$ cat src/rtl/huff_code_walker.sv
// Walks every Huffman leaf up to the root through a 1-cycle read port and emits one codeword
// per symbol. Define HUFF_CODE_WALKER_LSBFIRST_EN to bit-reverse code_bits within code_len.
module huff_code_walker #(
  parameter int unsigned NSYM      = 10,
  parameter int unsigned NNODE     = 19,
  parameter int unsigned MAXLEN    = 9,
  parameter int unsigned ROOT_MARK = 31
) (
  input  logic              clk_i,
  input  logic              rst_i,
  input  logic              start_i,
  output logic              busy_o,
  output logic              rd_en_o,
  output logic [4:0]        rd_addr_o,
  input  logic [18:0]       rd_data_i,
  output logic              code_valid_o,
  input  logic              code_ready_i,
  output logic [3:0]        code_sym_o,
  output logic [3:0]        code_len_o,
  output logic [MAXLEN-1:0] code_bits_o,
  output logic              done_o,
  output logic              err_o
);

  localparam logic [4:0] RootMark = 5'(ROOT_MARK);
  localparam logic [4:0] NNodeW   = 5'(NNODE);
  localparam logic [3:0] MaxLenW  = 4'(MAXLEN);
  localparam logic [3:0] LastSym  = 4'(NSYM - 1);

  typedef enum logic [2:0] {StIdle, StRead, StCapt, StEmit, StDone} state_e;

  state_e            state_q;
  logic [3:0]        sym_q;
  logic [4:0]        cur_q;
  logic [3:0]        len_q;
  logic [MAXLEN-1:0] code_q;
  logic              busy_q;
  logic              rd_en_q;
  logic              code_valid_q;
  logic              done_q;
  logic              err_q;

  logic [4:0] parent;
  logic       branch;
  logic       unused_fields;

  assign parent        = rd_data_i[18:14];
  assign branch        = rd_data_i[13];
  assign unused_fields = ^rd_data_i[12:0];

  always_ff @(posedge clk_i) begin
    if (rst_i) begin
      state_q      <= StIdle;
      sym_q        <= '0;
      cur_q        <= '0;
      len_q        <= '0;
      code_q       <= '0;
      busy_q       <= 1'b0;
      rd_en_q      <= 1'b0;
      code_valid_q <= 1'b0;
      done_q       <= 1'b0;
      err_q        <= 1'b0;
    end else begin
      rd_en_q <= 1'b0;
      done_q  <= 1'b0;
      unique case (state_q)
        StIdle: begin
          if (start_i) begin
            sym_q   <= '0;
            cur_q   <= '0;
            len_q   <= '0;
            code_q  <= '0;
            err_q   <= 1'b0;
            busy_q  <= 1'b1;
            rd_en_q <= 1'b1;
            state_q <= StRead;
          end
        end
        StRead: begin
          state_q <= StCapt;
        end
        StCapt: begin
          // Root check wins over the length limit: a MAXLEN-deep leaf is legal.
          if (parent == RootMark) begin
            if (len_q == 4'd0) begin
              err_q   <= 1'b1;
              done_q  <= 1'b1;
              state_q <= StDone;
            end else begin
              code_valid_q <= 1'b1;
              state_q      <= StEmit;
            end
          end else if (parent >= NNodeW || len_q == MaxLenW) begin
            err_q   <= 1'b1;
            done_q  <= 1'b1;
            state_q <= StDone;
          end else begin
            code_q[len_q] <= branch;
            len_q         <= len_q + 4'd1;
            cur_q         <= parent;
            rd_en_q       <= 1'b1;
            state_q       <= StRead;
          end
        end
        StEmit: begin
          if (code_ready_i) begin
            code_valid_q <= 1'b0;
            if (sym_q == LastSym) begin
              done_q  <= 1'b1;
              state_q <= StDone;
            end else begin
              sym_q   <= sym_q + 4'd1;
              cur_q   <= {1'b0, sym_q + 4'd1};
              len_q   <= '0;
              code_q  <= '0;
              rd_en_q <= 1'b1;
              state_q <= StRead;
            end
          end
        end
        StDone: begin
          busy_q  <= 1'b0;
          state_q <= StIdle;
        end
        default: state_q <= StIdle;
      endcase
    end
  end

  assign busy_o       = busy_q;
  assign rd_en_o      = rd_en_q;
  assign rd_addr_o    = cur_q;
  assign code_valid_o = code_valid_q;
  assign code_sym_o   = sym_q;
  assign code_len_o   = len_q;
  assign done_o       = done_q;
  assign err_o        = err_q;

`ifdef HUFF_CODE_WALKER_LSBFIRST_EN
  logic [MAXLEN-1:0] bits_rev;

  // Root-side bit lands in bit 0 so an LSB-first packer sends it first.
  always_comb begin
    bits_rev = '0;
    for (int i = 0; i < int'(MAXLEN); i++) begin
      if (4'(i) < len_q) begin
        bits_rev[i] = code_q[4'(len_q - 4'(i) - 4'd1)];
      end
    end
  end

  assign code_bits_o = bits_rev;
`else
  assign code_bits_o = code_q;
`endif

endmodule

$ cat config.mk
export PLATFORM = sky130hd
export DESIGN_NAME = huff_code_walker
export DESIGN_NICKNAME = d
export VERILOG_FILES = /design/src/rtl/huff_code_walker.sv
export SDC_FILE = /design/constraint.sdc
export NUM_CORES = 1
export LEC_CHECK = 0
export ABC_AREA = 1
export CAP_MARGIN = 10
export CORE_MARGIN = 10
export CORE_UTILIZATION = 50
export DETAILED_ROUTE_END_ITERATION = 16
export PLACE_DENSITY = 0.85
export SLEW_MARGIN = 25
export SYNTH_ARGS = -nofsm -noshare
export SYNTH_HDL_FRONTEND = slang
export SYNTH_SLANG_ARGS = --single-unit
$ cat constraint.sdc
create_clock -name clk_i -period 3.05 [get_ports clk_i]
set_input_delay 0.305 -clock clk_i [delete_from_list [all_inputs] [get_ports clk_i]]
set_output_delay 0.305 -clock clk_i [all_outputs]
set_load 0.01 [all_outputs]
---- Word-level counts from Yosys, hierarchy flattened ----
Index checks and enable logic that the tools add are counted.
word-level totals
  bits in registers ....................... 30
  bits of input ports ..................... 23
cells by class
  add/subtract/negate cells ............... 2
  $lt $le $gt $ge ......................... 3
  equality and inequality tests ........... 16
  muxes and demuxes ....................... 54
  reductions and logical operators ........ 15
operators by type and width
  kind                                                        count
  2-to-1 mux 9 bit                                            5
  2-to-1 mux 4 bit                                            7
  case mux 9 bit (3 select lines)                             1
  2-to-1 mux 5 bit                                            5
  2-to-1 mux 1 bit                                            19
  2-to-1 mux 3 bit                                            6
  case mux 5 bit (3 select lines)                             1
  inequality test 2 bit, second input constant                7
  case mux 3 bit (4 select lines)                             1
  case mux 4 bit (3 select lines)                             1
  AND reduction 4 bit                                         3
  bitwise mux 9 bit                                           1
  adder 4 x 1 -> 4 bit, second input constant                 2
  == test 4 bit, second input constant                        2
  case mux 1 bit (2 select lines)                             4
  case mux 4 bit (2 select lines)                             1
  nonzero test 2 bit                                          4
  == test 3 x 2 -> 1 bit, second input constant               2
  inequality test 3 bit, second input constant                2
  AND reduction 6 bit                                         1
  == test 5 bit, second input constant                        1
  >= comparator 5 bit, second input constant                  1
  less-than comparator 4 x 5 -> 1 bit, second input constant  1
  demux 1 bit (select 4 bit)                                  1
  10 further kinds                                            11

---- Logic depth before layout (Yosys ltp) ----
Gate-level depths: netlist (run 1).
  depth after elaboration ................. 8
  gate-level depth with buffers ........... 11
  mapped depth without buffers ............ 10

---- Worst setup path before layout (run 1) ----
Ideal clock, no wire load.
  kind .................................... register -> register
  start point ............................. register sym_q[1] (netlist: code_sym_o[1])
  end point ............................... register code_q[4] (netlist: code_bits_o[4])
  data arrival time ....................... 1.406 ns
  data required time ...................... 2.935 ns
  path slack .............................. 1.529 ns
  stages on the path, launching flop included .. 12
  buffers on the path ..................... 1
  clock period less this slack ............ 1.521 ns
  path through ............................ dfxtp_1 -> inv_1 -> ha_1 -> nand2_1 -> nor2_1 -> nand2_1 -> nand2_2 -> nor2_4 -> nand2_2 -> buf_6 -> o21ai_1 -> nor2_1
between the ends
  longest elaborated chain between the ends .. 3
RTL lines
  what                             line  text
  from (decl)                      33    logic [3:0] sym_q;
  from (signal assigned)           112   sym_q <= sym_q + 4'd1;
  == test 4 bit                    108   if (sym_q == LastSym) begin
  inequality test 2 bit (no line)  n/a
  AND reduction 6 bit (no line)    n/a
  to (signal, indexed assignment)  98    code_q[len_q] <= branch;
  to (decl)                        36    logic [MAXLEN-1:0] code_q;
No other way between the ends.
A chain may end at the register's enable or synchronous reset.

---- Final worst setup path (run 1) ----
  start point ............................. register state_q[2]
  end point ............................... register cur_q[3] (netlist: rd_addr_o[3])
between the ends
  longest elaborated chain between the ends .. 3
  elaborated cells between the ends (all ways) .. 11
  those cells by class .................... eq/ne (7); mux (1); reduce/logical (3)
RTL lines
  what                                                                          line  text
  from (decl)                                                                   32    state_e state_q;
  from (signal assigned)                                                        53    state_q <= StIdle;
  from (signal assigned)                                                        76    state_q <= StRead;
  from (signal assigned)                                                        80    state_q <= StCapt;
  == test 3 x 2 -> 1 bit / zero test 3 bit (equally long branches)              66    unique case (state_q)
  inequality test 2 bit (no line) / nonzero test 3 bit (equally long branches)  n/a
  AND reduction 6 bit (no line)                                                 n/a
  to (signal assigned)                                                          100   cur_q <= parent;
  to (signal assigned)                                                          113   cur_q <= {1'b0, sym_q + 4'd1};
  to (decl)                                                                     34    logic [4:0] cur_q;
Several ways; a longest one is shown, not always the timed one.

==> reports/summary.txt, run 1 <==
Outcome - finished clean
Setup crit start kind - register
Final setup fails - 0
Post-CTS Resized - 0
Fin crit period - 1810 ps
Crit path max-delay cell type - nor2_2
Total Neg Setup Slack - 0 ps
Pre-CTS setup slack - 1090 ps
Post-route ant nets - 0
IO Pins - 50
Yosys warns - 0
GRT Util Overall - 13.4%
Required time worst endpoint - 3320 ps
Register area share after synthesis - 37.0%
Unrepaired setup endpoints after global routing - false
Average size of a mapped cell - 6.88 sq um
Post-Syn Nets - 265
Seq cells post-synth - 30
Mapped Area - 0.00162 sq mm
WL final - 3850 um
Post-synth top area cell - dfxtp_1
DP HPWL - 2900 um
CP Max Fanout - 14
Final Hold Vio Count - 0
Starting Density - 52.7%
Core box area - 0.00308 sq mm
Setup CP Type - register to register
PwrDens - 489 mW/mm^2
Die width - 77.0 um
CTS H-Tree Depth - 2
DIE HEIGHT - 77.0 um
Family with the most delay on the worst path - simple AND/OR/NAND/NOR gates
First-pass GRT wire length - 6670 um
I/O Buffers - 36
Most frequent cell after synthesis - nand2_1
Final worst setup slack - 1240 ps
Std cell rows - 20
Top FF cell, synth - dfxtp_1
Largest net degree at the start of global routing - 15
Routed len/inst - 12.1 um
Routed vias/inst - 4.98
Least-Margin Pin Slew - 529 ps
1st-iter DRT viols - 149
Diode count - 0
Grt ovf - 0
Post-synthesis cell count - 236
TritonCTS clock tree - done
Vias in the first global route - 1523
CP cell instances - inv_2 > nand2_1 > nor2_2 > nand2_2 > nand2_2 > nand2_1 > a21oi_1
Post-layout net count - 302
Worst Clk Skew - 13.4 ps
Number of max-cap violations - 0
CTS Sinks - 30
Gpl congestion - 0.832
Top cells by area, synth - dfxtp_1, nand2_1, inv_1
Final std cells w/o fill - 318
Initial antenna violation count - 0
Layout cells sized above 1 - 9.49%
Clk slew on worst S/H paths - 100 ps
Yosys top cell area share - 37.0%
Post-CTS Hold Buffers - 0
DR pass1 iterations - 4
Drt drc - 0
Clk root buf - clkbuf_4
Synth unique cells - 25
Placed Cells - 310
HP Class - register to register
Worst Path Arrival - 2080 ps
FMAX - 554 MHz
Period utilisation layout - 59.2%
CTS Buffer Depth - 2
Pins Over Slew Limit - 0
Async S/R FF share, synth - 0%
Area delta synth->final - 27.8%
Via count - 1585
Die area - 0.00592 sq mm
CP max stage delay - 420 ps
Post-synth EDFFs - 0
Clk Latency, worst-skew pair - 340 ps
# Post-CTS Setup Buffers - 0
Leak - 0.854 nW
CP bufs+invs - 1
Most frequent cells after synthesis - nand2_1, inv_1, dfxtp_1
Crit. End Element - register
VDD IR max - 319 uV
CTS Buf Count - 5
Rel. slew slack - 64.7%
cell usage in the layout, fill, tap and decap left out, types with 2 or more instances in the layout:
| master | Yosys | final |
|---|---|---|
| a211oi_1 | 2 | 2 |
| a21oi_1 | 20 | 20 |
| clkbuf_4 | 0 | 5 |
| clkdlybuf4s50_1 | 0 | 36 |
| clkinv_2 | 0 | 2 |
| dfxtp_1 | 30 | 30 |
| ha_1 | 6 | 6 |
| inv_1 | 35 | 35 |
| nand2_1 | 53 | 53 |
| nand2_2 | 9 | 9 |
| nand3_1 | 18 | 18 |
| nand4_1 | 8 | 8 |
| nor2_1 | 20 | 20 |
| nor2_2 | 2 | 2 |
| nor2_4 | 2 | 2 |
| o21ai_0 | 14 | 14 |
| or2_2 | 2 | 2 |
| xor2_1 | 3 | 3 |
cells by family after synthesis:
kind of cell | after synthesis | share of synthesized area [%]
buffers and inverters | 42 | 10.9
AND/OR/NAND/NOR | 115 | 32.5
XOR/XNOR | 3 | 1.62
flip-flops | 30 | 37.0
AO/OA/AOI/OAI | 40 | 13.3
adder cells (fa/ha/maj) | 6 | 4.63
per-layer routing:
metal | part of all wire [%] | wire length, um | vias up | track usage (%)
met2 | 47 | 1800 | 44 | 21.1
li1 | - | - | 827 | -
met1 | 41 | 1600 | 705 | 14.5
met4 | 2.2 | 85 | 0 | 6.57
met5 | 0 | 0 | - | 0
met3 | 9.5 | 366 | 9 | 6.99
registers in the layout, indices dropped and copies added (netlist names):
register,count
done_o,1
code_bits_o,9
code_valid_o,1
rd_en_o,1
state_q,3
code_sym_o,4
err_o,1
code_len_o,4
rd_addr_o,5
busy_o,1
power by group:
part / internal (W) / switching [W] / total [W]
combinational: 0.000104 / 0.000154 / 0.000257
sequential: 0.000420 / 0.0000255 / 0.000445
clock: 0.000170 / 0.000143 / 0.000312
total: 0.000693 / 0.000322 / 0.00101
final timing paths:
check	to	cells past startpoint	slack, ps	startpoint
max	rd_addr_o[3]	7	1240	state_q[2]
min	code_bits_o[7]	2	450	code_bits_o[7]
max reg2reg	rd_addr_o[3]	7	1240	state_q[2]
min reg2reg	code_bits_o[7]	2	450	code_bits_o[7]
metrics by stage:
step	util, %	area, sq um	power [W]	hold slack [ps]
5_1_grt	67.4	2070	0.00108	463
3_3_place_gp	64.8	2000	0.000705	432
6_report	67.4	2070	0.00101	446
3_5_place_dp	64.8	2000	0.000712	436
4_1_cts	67.4	2070	0.00102	451
2_1_floorplan	-	1620	0.000631	383
tightest hold or removal path: cells and delay by family (launching register included):
kind | cells | cell delay (ps)
DFF | 1 | 320
buffers and inverters | 1 | 40
AOI/OAI and AO/OA | 1 | 50
layout make-up:
type / instances / area [sq um]
clock buffers: 5 / 37.5
multi-input cells: 164 / 845
inverters: 36 / 135
flip-flops and latches: 30 / 601
repair buffers: 36 / 360
well taps: 44 / 55.1
fillers: 288 / 1000
clock inverters: 3 / 40.0
(Power assumes the default switching activity.)
==> run 2: changes to the inputs <==
--- a/config.mk
+++ b/config.mk
@@ -8,9 +8,9 @@
 export ABC_AREA = 1
 export CAP_MARGIN = 10
 export CORE_MARGIN = 10
-export CORE_UTILIZATION = 50
+export CORE_UTILIZATION = 42
 export DETAILED_ROUTE_END_ITERATION = 16
-export PLACE_DENSITY = 0.85
+export PLACE_DENSITY = 0.76
 export SLEW_MARGIN = 25
 export SYNTH_ARGS = -nofsm -noshare
 export SYNTH_HDL_FRONTEND = slang
==> constraint.sdc (replaced) <==
create_clock -name clk_i -period 1.6 [get_ports clk_i]
set_input_delay 0.16 -clock clk_i [delete_from_list [all_inputs] [get_ports clk_i]]
set_output_delay 0.16 -clock clk_i [all_outputs]
set_load 0.01 [all_outputs]
==> run 2 against run 1 <==
Against the previous run:
- non-clock buffer count increased by 15
- highest routed layer unchanged
- register-to-register slack got worse by 1100 ps
- clock power increased by 81%
- die area increased by 14%
- clock skew down 7.2 ps
- final cell count up 5.7%
- global-route usage down 0.53 points
- critical path type is now register to output port
- largest cell class unchanged
==> reports/summary.txt, run 2 (synthesis results as in run 1) <==
CTS H-Tree Depth - 2
Worst Path Arrival - 1340 ps
Post-layout net count - 317
Rel. slew slack - 71.7%
Via count - 1600
Gpl congestion - 0.923
Routed vias/inst - 4.76
Crit path max-delay cell type - clkdlybuf4s50_1
Setup CP Type - register to output port
Commonest non-fill, non-tap cell in the layout - nand2_1
Least-Margin Pin Slew - 424 ps
Dpl cell area - 0.00211 sq mm
Crit. path cell count - 2
Diode count - 0
Layout cells sized above 1 - 13.5%
Initial antenna violation count - 0
Area delta synth->final - 35.2%
DIE HEIGHT - 82.2 um
Clk slew on worst S/H paths - 60 ps
# fillers - 357
DP HPWL - 3060 um
Drt drc - 0
Clk root buf - clkbuf_8
TritonCTS clock tree - done
1st-iter DRT viols - 81
CTS Buffer Depth - 2
Pins Over Slew Limit - 0
Fin crit period - 1500 ps
Final Hold Vio Count - 0
Leak - 0.923 nW
Starting Density - 44.0%
Vias in the first global route - 1515
Die width - 82.2 um
Final setup fails - 0
Met1 wire length - 1770 um
GRT Util Overall - 12.9%
CTS Sinks - 30
CTS Buf Count - 5
Number of max-cap violations - 0
Worst r2r path cells - 10
Unrepaired setup endpoints after global routing - true
VDD IR max - 596 uV
Final worst setup slack - 101 ps
CP Max Fanout - 4
Outcome - finished clean
Crit. End Element - output port
IO Pins - 50
WL final - 3970 um
Pre-CTS setup slack - -4.74 ps
CP bufs+invs - 2
Hold depth - 2
First-pass GRT wire length - 6740 um
Post-Route Utilization - 59.5%
CP cell instances - buf_4 > clkdlybuf4s50_1
Clk Latency, worst-skew pair - 280 ps
Core box area - 0.00369 sq mm
FMAX - 667 MHz
Required time worst endpoint - 1440 ps
Most frequent cells in the layout - nand2_1, clkdlybuf4s50_1, inv_1
Grt ovf - 0
Largest net degree at the start of global routing - 15
Post-route cell area - 0.00219 sq mm
Uppermost routed layer - met4
Family with the most delay on the worst path - buffers and inverters
Worst Clk Skew - 6.23 ps
Die area - 0.00675 sq mm
Period utilisation layout - 93.7%
CP max stage delay - 530 ps
Post-CTS Hold Buffers - 0
DR pass1 iterations - 4
WL met2 - 1810 um
Max reg flops - 9
PwrDens - 888 mW/mm^2
Post-route ant nets - 0
DR WL met3 - 312 um
HP Class - register to register
Setup crit start kind - register
Routed len/inst - 11.8 um
Std cell rows - 22
I/O Buffers - 36
run 2: cell count changes in the layout (fill, tap and decap cells not counted), sizes merged:
cell and change:
buf +15, bufinv -1, clkbuf +2, clkinv -2
run 2: metrics by stage:
| step | hold WS [ps] | instances | TNS, ps | power [W] |
|---|---|---|---|---|
| finish | 442 | 336 | 0 | 0.00195 |
| global route | 455 | 336 | -52.0 | 0.00208 |
| CTS | 447 | 336 | 0 | 0.00197 |
| detailed placement | 438 | 329 | -8.78 | 0.00140 |
| global placement | 434 | 329 | 0 | 0.00139 |
| floorplan | 238 | 236 | 0 | 0.00120 |
run 2: repair_timing:
item,4_1_cts,5_1_grt
setup endpoints to repair,0,3
resized for setup,0,2
setup buffers,0,0
run 2: per-layer routing:
| layer | track usage, % | vias up |
|---|---|---|
| li1 | - | 857 |
| met1 | 14.0 | 704 |
| met2 | 21.2 | 31 |
| met3 | 5.62 | 8 |
| met4 | 6.12 | 0 |
| met5 | 0 | - |
run 2: final timing paths:
kind         slack (ps)            from             end
max                 100   code_len_o[0]   code_len_o[0]
min                 440  code_bits_o[7]  code_bits_o[7]
max reg2reg         130   code_sym_o[1]  code_bits_o[4]
min reg2reg         440  code_bits_o[7]  code_bits_o[7]
run 2: where the power goes:
part	switching [W]	total, W	leakage, nW	internal (W)
combinational	0.000309	0.000543	0.640	0.000234
sequential	0.0000390	0.000840	0.244	0.000801
clock	0.000268	0.000566	0.0383	0.000299
run 2: worst reg2reg max path, delay by kind of cell (launching register included):
kind                       cells  cell delay (ps)
adders and majority gates      1              190
DFF                            1              320
and+or+nand+nor                7              630
AOI/OAI and AO/OA              1              180
buffers and inverters          1               50
run 2: final cells by class:
cell class	count	area [sq um]	area share, %
well taps	48	60.1	2.74
clock buffers	7	76.3	3.48
inverters	36	135	6.16
repair buffers	51	473	21.6
flip-flops and latches	30	601	27.4
multi-input cells	164	850	38.7
